`src/rtl/wgt_feeder_pkg.sv`:
```
// Shared constants, FSM encoding and lane helpers for the weight feeder.
package wgt_feeder_pkg;

  localparam int unsigned KSIZE      = 3;
  localparam int unsigned DW         = 8;
  localparam int unsigned LANE_W     = DW;
  localparam int unsigned NBEAT      = KSIZE * KSIZE;
  localparam int unsigned BEAT_W     = $clog2(NBEAT);
  localparam int unsigned COL_W      = (KSIZE > 1) ? $clog2(KSIZE) : 1;
  localparam int unsigned LANES_W    = KSIZE * LANE_W;
  localparam int unsigned LANE_IDX_W = $clog2(LANES_W);

  // One kernel column, lane r at bits [r*LANE_W +: LANE_W]
  typedef logic [LANES_W-1:0] lanes_t;

  typedef enum logic [1:0] {
    ST_IDLE = 2'd0,
    ST_WAIT = 2'd1,
    ST_FEED = 2'd2
  } feed_state_t;

  // Extract lane r from a packed column
  function automatic logic [LANE_W-1:0] lane_slice(input lanes_t v, input int unsigned r);
    return v[LANE_IDX_W'(r * LANE_W) +: LANE_W];
  endfunction

endpackage

```
`src/rtl/wgt_feeder_if.sv`:
```
// DMA load stream, feed request and lane-side outputs of the weight feeder.
interface wgt_feeder_if;
  import wgt_feeder_pkg::*;

  logic                 in_valid;
  logic signed [DW-1:0] in_data;
  logic                 in_ready;
  logic                 feed_req;
  logic                 wgt_read;
  lanes_t               wgt_out;
  logic                 feed_busy;
  logic                 feed_done;
  logic [1:0]           bank_full;

  modport master (
    output in_valid, in_data, feed_req,
    input  in_ready, wgt_read, wgt_out, feed_busy, feed_done, bank_full
  );

  modport slave (
    input  in_valid, in_data, feed_req,
    output in_ready, wgt_read, wgt_out, feed_busy, feed_done, bank_full
  );

endinterface

```
`src/rtl/wgt_bank_rf.sv`:
```
// Two-bank kernel store: raster-order write port, one-column-wide read port.
module wgt_bank_rf
  import wgt_feeder_pkg::*;
(
  input  logic              clk,
  input  logic              we,
  input  logic              wbank,
  input  logic [BEAT_W-1:0] waddr,
  input  logic [DW-1:0]     wdata,
  input  logic              rbank,
  input  logic [COL_W-1:0]  rcol,
  output lanes_t            rdata_c
);

  logic [DW-1:0] mem [2][NBEAT];

  // Write one raster-order beat into the selected bank
  always_ff @(posedge clk) begin
    if (we) begin
      mem[wbank][waddr] <= wdata;
    end
  end

  // Gather column rcol: lane r reads element r*KSIZE+rcol
  always_comb begin
    rdata_c = '0;
    for (int r = 0; r < KSIZE; r++) begin
      rdata_c[LANE_IDX_W'(r * LANE_W) +: LANE_W] =
        mem[rbank][BEAT_W'(r * KSIZE) + BEAT_W'(rcol)];
    end
  end

endmodule

```
`src/rtl/wgt_feeder.sv`:
```
// Ping-pong kernel loader and column-by-column replay into the weight lanes.
module wgt_feeder
  import wgt_feeder_pkg::*;
(
  input  logic        clk,
  input  logic        rst_n,
  input  logic        stall,
  wgt_feeder_if.slave bus
);

  feed_state_t       state_q, state_d;
  logic [1:0]        bank_full_q, bank_full_d;
  logic              wr_bank_q, wr_bank_d;
  logic              rd_bank_q, rd_bank_d;
  logic [BEAT_W-1:0] beat_q, beat_d;
  logic [COL_W-1:0]  col_q, col_d;
  logic              pending_q, pending_d;
  logic              wgt_read_q, wgt_read_d;
  lanes_t            wgt_out_q;
  logic              feed_busy_q, feed_busy_d;
  logic              feed_done_q, feed_done_d;
  logic              in_ready_q, in_ready_d;

  logic              wr_fire_c;
  logic              load_last_c;
  logic              start_c;
  logic              rd_full_c;
  logic              col_last_c;
  logic              load_col_c;
  logic              release_c;
  lanes_t            rf_col_c;

  assign wr_fire_c   = bus.in_valid & in_ready_q;
  assign load_last_c = wr_fire_c & (beat_q == BEAT_W'(NBEAT - 1));
  assign start_c     = bus.feed_req | pending_q;
  assign rd_full_c   = bank_full_q[rd_bank_q];
  assign col_last_c  = (col_q == COL_W'(KSIZE - 1));

  wgt_bank_rf u_rf (
    .clk     (clk),
    .we      (wr_fire_c),
    .wbank   (wr_bank_q),
    .waddr   (beat_q),
    .wdata   (bus.in_data),
    .rbank   (rd_bank_q),
    .rcol    (col_d),
    .rdata_c (rf_col_c)
  );

  // Load side: beat counter, bank fill and write-bank toggle; ignores stall
  always_comb begin
    beat_d      = beat_q;
    wr_bank_d   = wr_bank_q;
    bank_full_d = bank_full_q;
    if (wr_fire_c) begin
      beat_d = load_last_c ? '0 : beat_q + BEAT_W'(1);
    end
    if (load_last_c) begin
      bank_full_d[wr_bank_q] = 1'b1;
      wr_bank_d              = ~wr_bank_q;
    end
    if (release_c) begin
      bank_full_d[rd_bank_q] = 1'b0;
    end
    // A bank released this cycle becomes writable one cycle later
    in_ready_d = ~bank_full_q[wr_bank_d];
  end

  // Feed FSM state register
  always_ff @(posedge clk or negedge rst_n) begin
    if (!rst_n) begin
      state_q <= ST_IDLE;
    end else begin
      state_q <= state_d;
    end
  end

  // Feed FSM next-state logic
  always_comb begin
    state_d = state_q;
    case (state_q)
      ST_IDLE: if (start_c)    state_d = rd_full_c ? ST_FEED : ST_WAIT;
      ST_WAIT: if (rd_full_c)  state_d = ST_FEED;
      ST_FEED: if (!stall && col_last_c) state_d = ST_IDLE;
      default: state_d = ST_IDLE;
    endcase
  end

  // Feed FSM outputs: column sequencing, request queueing, done/release
  always_comb begin
    pending_d   = pending_q;
    col_d       = col_q;
    wgt_read_d  = wgt_read_q;
    feed_busy_d = feed_busy_q;
    feed_done_d = 1'b0;
    load_col_c  = 1'b0;
    release_c   = 1'b0;
    rd_bank_d   = rd_bank_q;
    case (state_q)
      ST_IDLE: begin
        if (start_c) begin
          pending_d   = 1'b0;
          feed_busy_d = 1'b1;
          if (rd_full_c) begin
            wgt_read_d = 1'b1;
            col_d      = '0;
            load_col_c = 1'b1;
          end
        end
      end
      ST_WAIT: begin
        if (bus.feed_req) pending_d = 1'b1;
        if (rd_full_c) begin
          wgt_read_d = 1'b1;
          col_d      = '0;
          load_col_c = 1'b1;
        end
      end
      ST_FEED: begin
        if (bus.feed_req) pending_d = 1'b1;
        if (!stall) begin
          if (col_last_c) begin
            wgt_read_d  = 1'b0;
            feed_done_d = 1'b1;
            feed_busy_d = 1'b0;
            release_c   = 1'b1;
            rd_bank_d   = ~rd_bank_q;
          end else begin
            col_d      = col_q + COL_W'(1);
            load_col_c = 1'b1;
          end
        end
      end
      default: begin
        wgt_read_d  = 1'b0;
        feed_busy_d = 1'b0;
      end
    endcase
  end

  // Datapath and status registers
  always_ff @(posedge clk or negedge rst_n) begin
    if (!rst_n) begin
      bank_full_q <= '0;
      wr_bank_q   <= 1'b0;
      rd_bank_q   <= 1'b0;
      beat_q      <= '0;
      col_q       <= '0;
      pending_q   <= 1'b0;
      wgt_read_q  <= 1'b0;
      wgt_out_q   <= '0;
      feed_busy_q <= 1'b0;
      feed_done_q <= 1'b0;
      in_ready_q  <= 1'b1;
    end else begin
      bank_full_q <= bank_full_d;
      wr_bank_q   <= wr_bank_d;
      rd_bank_q   <= rd_bank_d;
      beat_q      <= beat_d;
      col_q       <= col_d;
      pending_q   <= pending_d;
      wgt_read_q  <= wgt_read_d;
      feed_busy_q <= feed_busy_d;
      feed_done_q <= feed_done_d;
      in_ready_q  <= in_ready_d;
      if (load_col_c) begin
        wgt_out_q <= rf_col_c;
      end
    end
  end

  assign bus.in_ready  = in_ready_q;
  assign bus.wgt_read  = wgt_read_q;
  assign bus.wgt_out   = wgt_out_q;
  assign bus.feed_busy = feed_busy_q;
  assign bus.feed_done = feed_done_q;
  assign bus.bank_full = bank_full_q;

endmodule
```
`src/flat_wrapper.sv`:
```
// flat-port wrapper written by rule: the top's interface ports become plain ports
module wgt_feeder_flat import wgt_feeder_pkg::*;
  (clk, rst_n, stall, bus_in_valid, bus_in_data, bus_feed_req, bus_in_ready, bus_wgt_read, bus_wgt_out, bus_feed_busy, bus_feed_done, bus_bank_full);
  wgt_feeder_if bus_i ();
  input  logic clk;
  input  logic rst_n;
  input  logic stall;
  input wire logic [$bits(bus_i.in_valid)-1:0] bus_in_valid;
  input wire logic [$bits(bus_i.in_data)-1:0] bus_in_data;
  input wire logic [$bits(bus_i.feed_req)-1:0] bus_feed_req;
  output wire logic [$bits(bus_i.in_ready)-1:0] bus_in_ready;
  output wire logic [$bits(bus_i.wgt_read)-1:0] bus_wgt_read;
  output wire logic [$bits(bus_i.wgt_out)-1:0] bus_wgt_out;
  output wire logic [$bits(bus_i.feed_busy)-1:0] bus_feed_busy;
  output wire logic [$bits(bus_i.feed_done)-1:0] bus_feed_done;
  output wire logic [$bits(bus_i.bank_full)-1:0] bus_bank_full;
  assign bus_i.in_valid = bus_in_valid;
  assign bus_i.in_data = bus_in_data;
  assign bus_i.feed_req = bus_feed_req;
  assign bus_in_ready = bus_i.in_ready;
  assign bus_wgt_read = bus_i.wgt_read;
  assign bus_wgt_out = bus_i.wgt_out;
  assign bus_feed_busy = bus_i.feed_busy;
  assign bus_feed_done = bus_i.feed_done;
  assign bus_bank_full = bus_i.bank_full;
  wgt_feeder u_core (.clk(clk), .rst_n(rst_n), .stall(stall), .bus(bus_i));
endmodule
```
`config.mk`:
```
export PLATFORM = sky130hd
export DESIGN_NAME = wgt_feeder_flat
export DESIGN_NICKNAME = d
export VERILOG_FILES = /design/src/rtl/wgt_feeder_pkg.sv /design/src/rtl/wgt_feeder_if.sv /design/src/rtl/wgt_bank_rf.sv /design/src/rtl/wgt_feeder.sv /design/src/flat_wrapper.sv
export SDC_FILE = /design/constraint.sdc
export NUM_CORES = 1
export LEC_CHECK = 0
export CAP_MARGIN = 20
export CORE_MARGIN = 3
export CORE_UTILIZATION = 40
export CTS_BUF_LIST = sky130_fd_sc_hd__clkbuf_16
export DETAILED_ROUTE_END_ITERATION = 7
export PLACE_DENSITY = 0.61
export REMOVE_ABC_BUFFERS = 1
export SYNTH_ARGS = -nofsm -noshare
export SYNTH_HDL_FRONTEND = slang
export SYNTH_SLANG_ARGS = --single-unit
```
`constraint.sdc`:
```
create_clock -name clk -period 3.6 [get_ports clk]
set_clock_uncertainty 0.1 [all_clocks]
set_input_delay 0.72 -clock clk [delete_from_list [all_inputs] [get_ports clk]]
set_output_delay 0.72 -clock clk [all_outputs]
set_load 0.01 [all_outputs]
```
==> impl_results.md, run 1 <==
* Status: complete, no violations
* Hpwl dp at 10200 µm
* Worst path depth at 8
* Count leader, synth: edfxtp_1
* Slowest stage delay, CP at 580 ps
* Die X-Extent at 144 µm
* GRT Overall Usage at 16.5%
* Synth unique cells at 41
* RSZ-0062 raised after global routing: no
* First-pass GRT wire length at 25200 µm
* PD cells at 771 nW/µm²
* Die area at 20600 µm²
* I/O Buffers at 42
* Reg-to-reg startpoint: u_core.state_q[0]
* Final setup viols at 0
* Fmax achieved at 354 MHz
* Starting Density at 41.4%
* Antenna diode count at 0
* Worst vdd ir at 0.000379 V
* Crit path DAT at 3040 ps
* Post-Syn Area at 7570 µm²
* Pint at 4860 µW
* Worst-Skew Late Latency at 430 ps
* Finished Layout Cells at 754
* Crit path kind: primary input to flip-flop
* CTS tree: built
* Setup bufs post-CTS at 0
* H-tree Lvls at 4
* Fin. Hold Viols at 0
* DRT iter0 DRCs at 271
* Post-layout min period at 2820 ps
* Yosys reg bits at 185
* Worst Tran Pin Value at 873 ps
* Post-synth EDFFs at 144
* Comb power frac at 30.5%
* Placed cell count at 722
* Synth area leader: edfxtp_1
* Clk pwr share at 29.1%
* Worst Path Max Fanout at 18
* Fillers at 1519
* Row count at 49
* Clock buffer count from CTS at 17
* CP Launch Type: primary input
* Leakage at 0.00315 µW
* DP Worst Slack at 298 ps
* Commonest cells in the netlist: edfxtp_1 (144), nor2_1 (43), a21oi_1 (41)
* Yosys top cell area share at 57.1%
* Synth warnings at 0
* Clk sinks at 185
* Die Height at 144 µm
* Final-stage net count at 537
* Setup crit end kind: flip-flop
* Vias in the first global route at 4351
* Most used cell, CP: a21oi_1
* Largest net degree at the start of global routing at 53
* Register area share after synthesis at 70.7%
* Cell family with most CP delay: buffers and inverters
* Share of cells above drive strength 1 at 19.8%
* Grt total ovfl at 0
* DR vias at 4091
* Worst Hold Class: primary input to asynchronous set/reset pin
* Antenna viol nets, final at 0
* Mean Syn Cell Area at 16.9 µm²
* Synthesized netlist cell count at 448
* Max_cap viols at 0
* Sw frac at 30.0%
* Vias per cell at 5.43
* Synth-to-Final Area Change at 18.9%
* CTS Root Cell: clkbuf_16
* Switching power at 2080 µW
* Sequential group share of total power at 40.4%
* Max transition margin at 41.8%
* R2R depth at 9
* Drt first pass iters at 4
* Initial antenna violation count at 0
* Hold-fix buffers at CTS at 0
* Buf/Inv on CP at 2
* Async set or reset register ratio after synthesis at 22.2%
* Slew Limit Fails at 0
* Post-route setup TNS at 0 ps
* Drt wl/cell at 20.9 µm
* R2r setup slk at 790 ps
* Cts repair resizes at 0
* Top post-synthesis cells by area: edfxtp_1 (57%), dfrtp_1 (13%), mux4_2 (10%)
* DRC errors left at 0
* CTS clock-pin slew for the worst setup and hold paths at 70 ps
* Critical Path, Cell by Cell: clkdlybuf4s50_1 -> nor3b_1 -> nand2_1 -> o211ai_4 -> buf_12 -> mux4_1 -> a21oi_1 -> a21oi_1
* Leading register cell type out of synthesis: edfxtp_1
* Final worst-path cycle share at 78.4%
* WL final at 15800 µm
* # IOs at 43
* Worst path slowest cell: mux4_1
* Max clock buf depth at 2
* GPL Wtd Cong at 0.798
* Worst Path Required at 3820 ps
* Worst setup margin at 776 ps
* CORE AREA at 18300 µm²
* R2R Path End: u_core.bus.wgt_out[0]
-- sequential cells by signal, summed over array words and instances (netlist names), 2 cells and up --
signal	flops
u_core.state_q	2
u_core.col_q	2
u_core.bus.wgt_out	24
u_core.u_rf.mem	144
u_core.beat_q	4
u_core.bus.bank_full	2
-- power by group through the flow --
stage	combinational (µW)	clock [µW]	sequential, µW
after floorplan	1220	0	2910
after global placement	2120	0	2840
after detailed placement	2140	0	2850
after CTS	2150	2060	2810
after global routing	2330	2150	2840
final	2120	2020	2810
-- how the worst max path moves through the flow --
stage	start	end	slack, ps
after floorplan	u_core.rd_bank_q	u_core.bus.wgt_out[0]	-660
after global placement	stall	u_core.bus.wgt_out[1]	330
after detailed placement	stall	u_core.bus.wgt_out[0]	300
after CTS	stall	u_core.bus.wgt_out[0]	740
after global routing	u_core.state_q[0]	u_core.bus.wgt_out[1]	570
final	stall	u_core.bus.wgt_out[0]	780
-- per-stage QoR --
stage	utilization, %	total power (µW)	hold WS [ps]	area [µm²]
3_5_place_dp	45.7	4990	391	8350
5_1_grt	49.3	7320	319	9000
3_3_place_gp	45.7	4950	403	8350
2_1_floorplan	-	4120	324	7460
6_report	49.3	6940	272	9000
4_1_cts	49.3	7020	292	9000
-- kinds of logic (layout without fill, tap and decap cells) --
kind of cell	Yosys count	after routing	share of synthesized area, %
and+or+nand+nor	97	97	5.31
muxes	51	51	13.7
DFF	185	185	70.7
xor gates and xnor gates	2	2	0.231
buffers and inverters	33	110	2.15
AOI/OAI and AO/OA	68	68	5.93
adders and majority gates	12	12	1.98
-- layer usage --
| layer | wire length [µm] | vias up | track usage (%) |
|---|---|---|---|
| met2 | 7740 | 111 | 26.4 |
| met1 | 6910 | 2122 | 23.2 |
| met4 | 149 | 0 | 4.66 |
| met3 | 994 | 11 | 3.69 |
| li1 | - | 1847 | - |
| met5 | 0 | - | 0 |
-- cell type report --
class | instances | area (µm²) | share of cell area [%]
well taps | 229 | 287 | 3.18
repair buffers | 65 | 601 | 6.67
clock inverters | 15 | 225 | 2.50
inverters | 13 | 48.8 | 0.542
clock buffers | 17 | 425 | 4.73
flip-flops and latches | 185 | 5350 | 59.5
multi-input cells | 230 | 2060 | 22.9
-- layout by cell type, fill, tap and decap left out, types with 17 or more instances in the layout --
cell type	instances
mux4_2	35
buf_4	22
edfxtp_1	144
a21oi_1	41
nand2_1	36
clkdlybuf4s50_1	41
dfrtp_1	39
clkbuf_16	17
nor2_1	43
No activity file was read; power rests on OpenSTA's default activity.
==> inputs of run 2 (changes only) <==
==> constraint.sdc (replaced) <==
create_clock -name clk -period 2.6 [get_ports clk]
set_clock_uncertainty 0.1 [all_clocks]
set_input_delay 0.52 -clock clk [delete_from_list [all_inputs] [get_ports clk]]
set_output_delay 0.52 -clock clk [all_outputs]
set_load 0.01 [all_outputs]
==> run 2 against run 1 <==
- clock power grew 23%
- design area grew 2.3%
- die area is the same
- final cell count grew 3.8%
- largest cell class unchanged
==> impl_results.md, run 2 (synthesis gave the netlist of run 1 again) <==
* Leakage at 0.00329 µW (+4.5%)
* Worst Setup SP: u_core.state_q[1]
* Topmost layer with routed signal wires: met4
* Vias in the first global route at 4416 (+1.5%)
* CTS Root Cell: clkbuf_16
* Status: complete, no violations
* Antenna viol nets, final at 0 (unchanged)
* Area after DPL at 8610 µm² (+3.1%)
* Max clock buf depth at 2 (unchanged)
* Grt total ovfl at 0 (unchanged)
* Fmax achieved at 409 MHz
* Routed wl met3 at 629 µm (-37%)
* Antenna diode count at 0 (unchanged)
* Comb power frac at 33.8% (+3.3 points)
* Met1 wire length at 7240 µm (+4.8%)
* Setup crit end kind: flip-flop
* WL final at 15700 µm (-0.32%)
* Crit path DAT at 2640 ps (-400 ps)
* Top reg by flops: u_core.u_rf.mem
* Drt first pass iters at 4 (unchanged)
* Slew Limit Fails at 0 (unchanged)
* Final worst-path cycle share at 94.0%
* Commonest cells after routing, fill and taps aside: edfxtp_1 (144), buf_4 (46), nor2_1 (43)
* Vias per cell at 5.31 (-2.2%)
* Die area at 20600 µm² (unchanged)
* Final core utilization at 50.4% (+1.1 points)
* CTS clock-pin slew for the worst setup and hold paths at 60 ps (about the same)
* DR vias at 4155 (+1.6%)
* CORE AREA at 18300 µm² (unchanged)
* H-tree Lvls at 4 (unchanged)
* Pwr Total at 9600 µW (+38%)
* Flip-flop count of the largest register after layout at 144 (unchanged)
* Die Height at 144 µm (unchanged)
* GPL Wtd Cong at 0.804 (+0.75%)
* Clk pwr share at 26.0% (-3.1 points)
* Clk sinks at 185 (unchanged)
* Worst Path Max Fanout at 8 (-10)
* Pint at 6740 µW (+39%)
* WL met2 at 7730 µm (about the same)
* Sw frac at 29.8% (-0.24 points)
* Worst setup margin at 156 ps (-621 ps)
* Clock buffer count from CTS at 17 (unchanged)
* PD cells at 1040 nW/µm² (+35%)
* Final-stage net count at 566 (+5.4%)
* Share of cells above drive strength 1 at 22.9% (+3.1 points)
* Post-route setup TNS at 0 ps (unchanged)
* Fillers at 1506 (-0.86%)
* Die X-Extent at 144 µm (unchanged)
* Worst Tran Pin Value at 866 ps (-7.73 ps)
* Most common cell after layout, fill and taps aside: edfxtp_1
* DP Worst Slack at -261 ps (-559 ps)
* I/O Buffers at 42 (unchanged)
* Worst vdd ir at 0.000580 V (+53%)
* Worst Path Required at 2800 ps (-1020 ps)
* DRC errors left at 0 (unchanged)
* First-pass GRT wire length at 25400 µm (+0.71%)
* CTS tree: built
* DRT iter0 DRCs at 266 (-1.8%)
* Initial antenna violation count at 0 (unchanged)
* Max transition margin at 42.3% (+0.52 points)
* Final setup viols at 0 (unchanged)
* Sequential group share of total power at 40.2% (-0.2 points)
* Row count at 49 (unchanged)
* RSZ-0062 raised after global routing: no
* GRT Overall Usage at 16.6% (+0.088 points)
* Fin. Hold Viols at 0 (unchanged)
* Final design area excluding fillers at 9200 µm² (+2.3%)
* Worst-Skew Late Latency at 420 ps (about the same)
* Starting Density at 41.4% (unchanged)
* # IOs at 43 (unchanged)
* CP Launch Type: flip-flop
* Setup bufs post-CTS at 0 (unchanged)
* Reg-to-reg startpoint: u_core.state_q[1]
* Largest net degree at the start of global routing at 53 (unchanged)
* Post-layout min period at 2440 ps
* Max_cap viols at 0 (unchanged)
* Drt wl/cell at 20.1 µm (-4.0%)
* Synth-to-Final Area Change at 21.6%
* Hpwl dp at 10900 µm (+6.6%)
* Switching power at 2860 µW (+37%)
* Worst Hold Class: flip-flop to flip-flop
* Worst Min Path Start: u_core.bus.wgt_read
* Crit path kind: flip-flop to flip-flop
==> run 2: changes by cell type in the layout (fill, tap and decap cells not counted), moves of 2 or more <==
cell,change
clkinvlp_4,-2
inv_1,+3
clkinv_1,+4
buf_12,+4
buf_4,+24
clkinv_4,-3
bufinv_16,-2
==> run 2: layer usage <==
metal  global-route usage, %  vias to the layer above
li1                        -                     1906
met1                    23.1                     2138
met2                    26.8                      101
met3                    4.03                       10
met4                    4.21                        0
met5                       0                        -
==> run 2: cell type report <==
class	count	area [µm²]	area share (%)
clock buffer	17	425	4.62
clock inverter	15	146	1.59
inverter	13	48.8	0.530
multi-input combinational	230	2070	22.5
sequential	185	5350	58.2
tap	229	287	3.11
timing repair buffer	94	871	9.46
==> run 2: critical path: stages (launching register included) <==
cell and delay, ps:
dfrtp_1 420, inv_1 90, ha_1 290, a221oi_4 110, o211ai_4 340, buf_12 190
mux4_1 540, a21oi_1 150, a21oi_1 80
==> run 2: repair_timing <==
item,4_1_cts,5_1_grt
resized for setup,0,3
endpoints found under the setup margin,0,18
hold buffers,1,0
hold endpoints to repair,6,0
==> run 2: final timing paths <==
path	cells past startpoint	slack, ps	to
max	8	160	u_core.bus.wgt_out[1]
min	2	410	u_core.bus.wgt_read
max reg2reg	8	160	u_core.bus.wgt_out[1]
min reg2reg	2	410	u_core.bus.wgt_read
max in group asynchronous	3	1250	u_core.bus.in_ready
min in group asynchronous	2	520	u_core.bus.wgt_out[22]
==> run 2: through the flow <==
| step | hold slack (ps) | cells |
|---|---|---|
| 2_1_floorplan | 124 | 428 |
| 6_report | 408 | 783 |
| 5_1_grt | 457 | 783 |
| 3_5_place_dp | 390 | 750 |
| 3_3_place_gp | 405 | 750 |
| 4_1_cts | 424 | 783 |
==> run 2: power groups by stage <==
stage | clock, µW | sequential [µW] | combinational, µW
final | 2490 | 3860 | 3250
after floorplan | 0 | 4020 | 1690
after CTS | 2550 | 3870 | 3300
after detailed placement | 0 | 3920 | 3280
after global placement | 0 | 3910 | 3220
after global routing | 2680 | 3910 | 3590
